[config.mk]
export PLATFORM = sky130hd
export DESIGN_NAME = wb_stage
export DESIGN_NICKNAME = d
export VERILOG_FILES = /design/src/rtl/wb_stage_pkg.sv /design/src/rtl/wb_stage_load_align.sv /design/src/rtl/wb_stage.sv
export SDC_FILE = /design/constraint.sdc
export NUM_CORES = 1
export LEC_CHECK = 0
export CAP_MARGIN = 20
export CORE_MARGIN = 2
export CORE_UTILIZATION = 48
export DETAILED_ROUTE_END_ITERATION = 12
export PLACE_DENSITY = 0.81
export SETUP_SLACK_MARGIN = 0.5
export SYNTH_ARGS = -nofsm -noshare
export SYNTH_HDL_FRONTEND = slang
export SYNTH_SLANG_ARGS = --single-unit
[constraint.sdc]
create_clock -name clk -period 3.5 [get_ports clk]
set_input_delay 0.7 -clock clk [delete_from_list [all_inputs] [get_ports clk]]
set_output_delay 0.7 -clock clk [all_outputs]
set_load 0.02 [all_outputs]
[src/rtl/wb_stage_pkg.sv]
// Shared writeback-stage encodings: result-source select and load funct3 codes.
package wb_stage_pkg;

    typedef enum logic [1:0] {
        WB_ALU = 2'b00,
        WB_MEM = 2'b01,
        WB_PC4 = 2'b10,
        WB_RSV = 2'b11
    } wb_sel_e;

    localparam logic [2:0] LD_B  = 3'b000;
    localparam logic [2:0] LD_H  = 3'b001;
    localparam logic [2:0] LD_W  = 3'b010;
    localparam logic [2:0] LD_D  = 3'b011;
    localparam logic [2:0] LD_BU = 3'b100;
    localparam logic [2:0] LD_HU = 3'b101;
    localparam logic [2:0] LD_WU = 3'b110;

endpackage

[src/rtl/wb_stage_load_align.sv]
// Little-endian load extraction from a raw doubleword, with sign/zero extension and misalignment flag.
module load_align #(
    parameter int XLEN = 64
) (
    input  logic [XLEN-1:0] rdata,
    input  logic [2:0]      off,
    input  logic [2:0]      funct3,
    output logic [XLEN-1:0] data,
    output logic            misalign
);
    import wb_stage_pkg::*;

    logic [XLEN-1:0]   shifted;
    logic signed [7:0]  byte_s;
    logic signed [15:0] half_s;
    logic signed [31:0] word_s;

    // Bring the addressed byte down to bit 0; bytes past the top shift in as zero.
    assign shifted = rdata >> {off, 3'b000};
    assign byte_s  = shifted[7:0];
    assign half_s  = shifted[15:0];
    assign word_s  = shifted[31:0];

    always_comb begin
        data     = rdata;
        misalign = 1'b0;
        case (funct3)
            LD_B:  data = {{(XLEN-8){byte_s[7]}}, byte_s};
            LD_H:  begin
                data     = {{(XLEN-16){half_s[15]}}, half_s};
                misalign = off[0];
            end
            LD_W:  begin
                data     = {{(XLEN-32){word_s[31]}}, word_s};
                misalign = |off[1:0];
            end
            LD_BU: data = {{(XLEN-8){1'b0}}, shifted[7:0]};
            LD_HU: begin
                data     = {{(XLEN-16){1'b0}}, shifted[15:0]};
                misalign = off[0];
            end
            LD_WU: begin
                data     = {{(XLEN-32){1'b0}}, shifted[31:0]};
                misalign = |off[1:0];
            end
            default: begin
                // ld and the unused 111 encoding both return the whole doubleword
                data     = rdata;
                misalign = |off;
            end
        endcase
    end

endmodule

[src/rtl/wb_stage.sv]
// MEM/WB pipeline register, writeback source select, forwarding tap and retired-instruction counter.
module wb_stage #(
    parameter int XLEN       = 64,
    parameter int REG_ADDR_W = 5,
    parameter int CNT_W      = 64
) (
    input  logic                  clk,
    input  logic                  rst,
    input  logic                  mem_valid,
    input  logic                  mem_regWrite,
    input  logic [1:0]            mem_wbSel,
    input  logic [2:0]            mem_funct3,
    input  logic [REG_ADDR_W-1:0] mem_rd,
    input  logic [XLEN-1:0]       mem_aluResult,
    input  logic [XLEN-1:0]       mem_rdata,
    input  logic [XLEN-1:0]       mem_pcPlus4,
    input  logic                  stall,
    input  logic                  flush,
    output logic                  regWrite,
    output logic [REG_ADDR_W-1:0] writeReg,
    output logic [XLEN-1:0]       writeData,
    output logic                  fwdValid,
    output logic [REG_ADDR_W-1:0] fwdReg,
    output logic [XLEN-1:0]       fwdData,
    output logic                  misalignErr,
    output logic [CNT_W-1:0]      instret
);
    import wb_stage_pkg::*;

    logic                  vld_p0;
    logic                  regwrite_p0;
    wb_sel_e               wbsel_p0;
    logic [2:0]            funct3_p0;
    logic [REG_ADDR_W-1:0] rd_p0;
    logic [XLEN-1:0]       alu_p0;
    logic [XLEN-1:0]       rdata_p0;
    logic [XLEN-1:0]       pc4_p0;
    logic [CNT_W-1:0]      instret_cnt;

    logic [XLEN-1:0] load_data;
    logic            load_misalign;
    logic            retire;

    assign retire = mem_valid & ~stall & ~flush;

    // MEM -> WB boundary
    always_ff @(posedge clk) begin
        if (rst) begin
            vld_p0      <= 1'b0;
            regwrite_p0 <= 1'b0;
            wbsel_p0    <= WB_ALU;
            funct3_p0   <= '0;
            rd_p0       <= '0;
            alu_p0      <= '0;
            rdata_p0    <= '0;
            pc4_p0      <= '0;
            instret_cnt <= '0;
        end else begin
            if (flush) begin
                vld_p0 <= 1'b0;
            end else if (!stall) begin
                vld_p0      <= mem_valid;
                regwrite_p0 <= mem_regWrite;
                wbsel_p0    <= wb_sel_e'(mem_wbSel);
                funct3_p0   <= mem_funct3;
                rd_p0       <= mem_rd;
                alu_p0      <= mem_aluResult;
                rdata_p0    <= mem_rdata;
                pc4_p0      <= mem_pcPlus4;
            end
            if (retire) begin
                instret_cnt <= instret_cnt + 1'b1;
            end
        end
    end

    load_align #(.XLEN(XLEN)) u_load_align (
        .rdata    (rdata_p0),
        .off      (alu_p0[2:0]),
        .funct3   (funct3_p0),
        .data     (load_data),
        .misalign (load_misalign)
    );

    always_comb begin
        case (wbsel_p0)
            WB_MEM:  writeData = load_data;
            WB_PC4:  writeData = pc4_p0;
            default: writeData = alu_p0;
        endcase
    end

    assign misalignErr = vld_p0 & (wbsel_p0 == WB_MEM) & load_misalign;
    assign regWrite    = vld_p0 & regwrite_p0 & (rd_p0 != '0) & ~misalignErr;
    assign writeReg    = rd_p0;
    assign fwdValid    = regWrite;
    assign fwdReg      = writeReg;
    assign fwdData     = writeData;
    assign instret     = instret_cnt;

endmodule

==> summary.md <==
| Metric | Value |
|---|---|
| P_int | `5960 uW` |
| Setup TNS | `0 ps` |
| Static leakage | `0.00759 uW` |
| Crit Path Class | `flip-flop to output port` |
| Placed insts | `2583` |
| Antenna-violating nets left | `0` |
| Clock sinks | `268` |
| Area leader, netlist | `dfxtp_1` |
| Yosys top cell area share | `38.6%` |
| Buf+Inv Stages, Crit Path | `5` |
| Die W | `174 um` |
| Switch share | `27.9%` |
| Worst slew pin tran | `759 ps` |
| Slew HR | `49.3%` |
| CP endpoint kind | `output port` |
| CTS H-tree depth | `1` |
| Largest net degree at the start of global routing | `82` |
| Final Critical Period | `3460 ps` |
| Achievable frequency | `289 MHz` |
| Count leader, synth | `nand2_1` |
| DRC errors left | `0` |
| Nets | `2528` |
| CTS Buffer Depth | `3` |
| Core ar. | `28600 um2` |
| FF/Latch Area | `5380 um2` |
| Wire length per cell | `21.5 um` |
| Mapped Nets | `2141` |
| Slew Limit Fails | `0` |
| Syn Area/Cell | `7.21 um2` |
| Clock tree from TritonCTS | `yes` |
| CP startpoint kind | `flip-flop` |
| Final hold viol count | `0` |
| Worst Path Required | `2800 ps` |
| Psw | `2310 uW` |
| Drt via density | `5.81` |
| CP max stage cell | `mux4_2` |
| Fillers | `2127` |
| Gr usage total | `35.5%` |
| Clk Latency, worst-skew pair | `580 ps` |
| Top Ports | `413` |
| Crit path max-delay family | `buffers and inverters` |
| Synth Instances | `1930` |
| Via Count | `15900` |
| Power Density | `385 nW/um2` |
| Setup slack after placement | `54.8 ps` |
| Met2 Use GR | `57.6%` |
| Layout cells sized above 1 | `20.9%` |
| CP arrival | `2760 ps` |
| Post-synth EDFFs | `0` |
| Reg clk slew, reported paths | `80 ps` |
| Routing usage on met1 | `45.5%` |
| Multi-input logic area | `8450 um2` |
| FP Rows | `62` |
| Final cell count without fillers | `2729` |
| Final setup fails | `0` |
| Reg power frac | `39.6%` |
| Drt pass-1 iters | `7` |
| Final setup margin | `42.6 ps` |
| Final Cycle Share | `98.8%` |
| Final wirelength | `58600 um` |
| Antenna violations before repair | `4` |
| Crit-path max FO | `5` |
| Critical path, cell by cell | `buf_6, mux4_2, a211o_1, nand3_2, o211a_4, buf_6, buf_8, o21ai_4, buf_6, buf_12` |
| Peak supply drop | `0.374 mV` |
| FF+latch count, synth | `268` |
| Status | `complete, no violations` |
| Grt met3 use | `5.34%` |
| Final instance area | `21500 um2` |
| GRT overflow | `0` |
| Skew final | `7.50 ps` |
| CP most frequent cell | `buf_6` |
| Vias in the first global route | `14700` |
| IO Port Bufs | `412` |
| DR iter-0 viols | `1758` |
| Initial Util | `48.6%` |
| Sequential fraction of the synthesis area | `38.6%` |
| Hold slack | `453 ps` |
| DIE HEIGHT | `174 um` |
| Dominant cells by area after synthesis | `dfxtp_1 39%, nand2_1 14%, a21oi_1 11%, mux2i_1 4.2%, o21ai_0 4.0%` |
| Synthesis Warnings | `0` |
| Reg2Reg Setup Slack | `810 ps` |
| DP Area | `18600 um2` |
| Syn-to-layout area delta | `54.4%` |
| Commonest cells post-synth | `532 x nand2_1, 293 x a21oi_1, 268 x dfxtp_1` |
| Die area | `30400 um2` |
| Detailed Place HPWL | `40600 um` |
| RSZ-0062 raised after global routing | `yes` |
| Ys flop type | `dfxtp_1` |
| First-pass GRT wire length | `85400 um` |
| Combinational Power Share | `19.1%` |
| Clock power share | `41.4%` |
| CTS Buf Count | `30` |
| Placer Congestion | `1.03` |
| Root buf cell | `clkbuf_16` |
| Worst path max stage delay | `440 ps` |
| Gr busiest metal | `met2` |
| Yosys cell types | `60` |
| Max-Cap Viols | `0` |
| HP Class | `flip-flop to flip-flop` |
| Post-Synthesis Cell Area | `13900 um2` |
| Asr flop ratio synth | `0%` |
[logic make-up after synthesis]
| logic type | after synthesis | share of synthesized area (%) |
|---|---|---|
| buf+inv | 241 | 8.48 |
| xor+xnor | 32 | 2.02 |
| fa+ha+maj | 3 | 0.270 |
| simple gates | 810 | 24.9 |
| mux | 69 | 5.30 |
| flops | 268 | 38.6 |
| compound gates | 507 | 20.4 |
[power by group through the flow]
stage / Sequential (uW) / Clock (uW) / Combinational (uW)
floorplan: 3290 / 0 / 688
global placement: 3320 / 0 / 1270
detailed placement: 3330 / 0 / 1270
CTS: 3260 / 3430 / 1390
global route: 3280 / 3570 / 1660
finish: 3270 / 3420 / 1580
[cell usage in the layout, fill, tap and decap left out, types with 33 or more instances in the layout]
cell type	synthesis	routed
dfxtp_1	268	260
o21ai_0	111	69
clkdlybuf4s50_1	0	280
mux2i_1	59	46
a21oi_1	293	278
clkbuf_16	0	35
nor2_1	122	119
o21ai_4	0	33
nand2_1	532	528
buf_6	1	113
buf_4	70	109
[final timing paths]
check	startpoint	end	cells after the start
max	rdata_p0[39]	fwdData[59]	10
min	rdata_p0[0]	rdata_p0[0]	2
max reg2reg	instret[6]	instret[61]	6
min reg2reg	rdata_p0[0]	rdata_p0[0]	2
[final cells by class]
cell class	instances	share of cell area, %
diodes	4	0.0466
clock buffers	39	3.84
clock inverters	17	1.13
inverters	20	0.350
multi-input cells	1423	39.4
flip-flops and latches	268	25.1
well taps	384	2.24
repair buffers	574	27.9
[worst reg2reg max path, stage by stage (launching register included)]
cell,delay [ps]
dfxtp_1,470
nand4_2,150
or4_1,540
buf_4,210
or4_4,640
or4_1,450
a21oi_1,160
[what timing repair did]
| action | 4_1_cts | 5_1_grt |
|---|---|---|
| resized for setup | 535 | 299 |
| setup endpoints to repair | 131 | 131 |
| gates cloned | 4 | 5 |
| setup buffers | 33 | 44 |
| pin swaps | 33 | 45 |
| hold buffers | 0 | 0 |
[per-stage QoR]
step	util, %	power (uW)
final	75.0	8270
after global routing	75.0	8500
after CTS	71.2	8080
after detailed placement	65.1	4600
after global placement	65.1	4590
after floorplan	-	3970
[flip-flops by register name, summed over array words and instances, names as in the netlist]
register,count
alu_p0,64
instret,64
pc4_p0,64
rdata_p0,64
fwdReg,5
funct3_p0,3
wbsel_p0,2
regwrite_p0,1
vld_p0,1
[layer usage]
metal  routed length (um)  up-vias
li1                     -     7351
met1                22500     7466
met2                27200      859
met3                 5250      188
met4                 3650        2
met5                   13        -
Power figures use the tool's default switching activity.
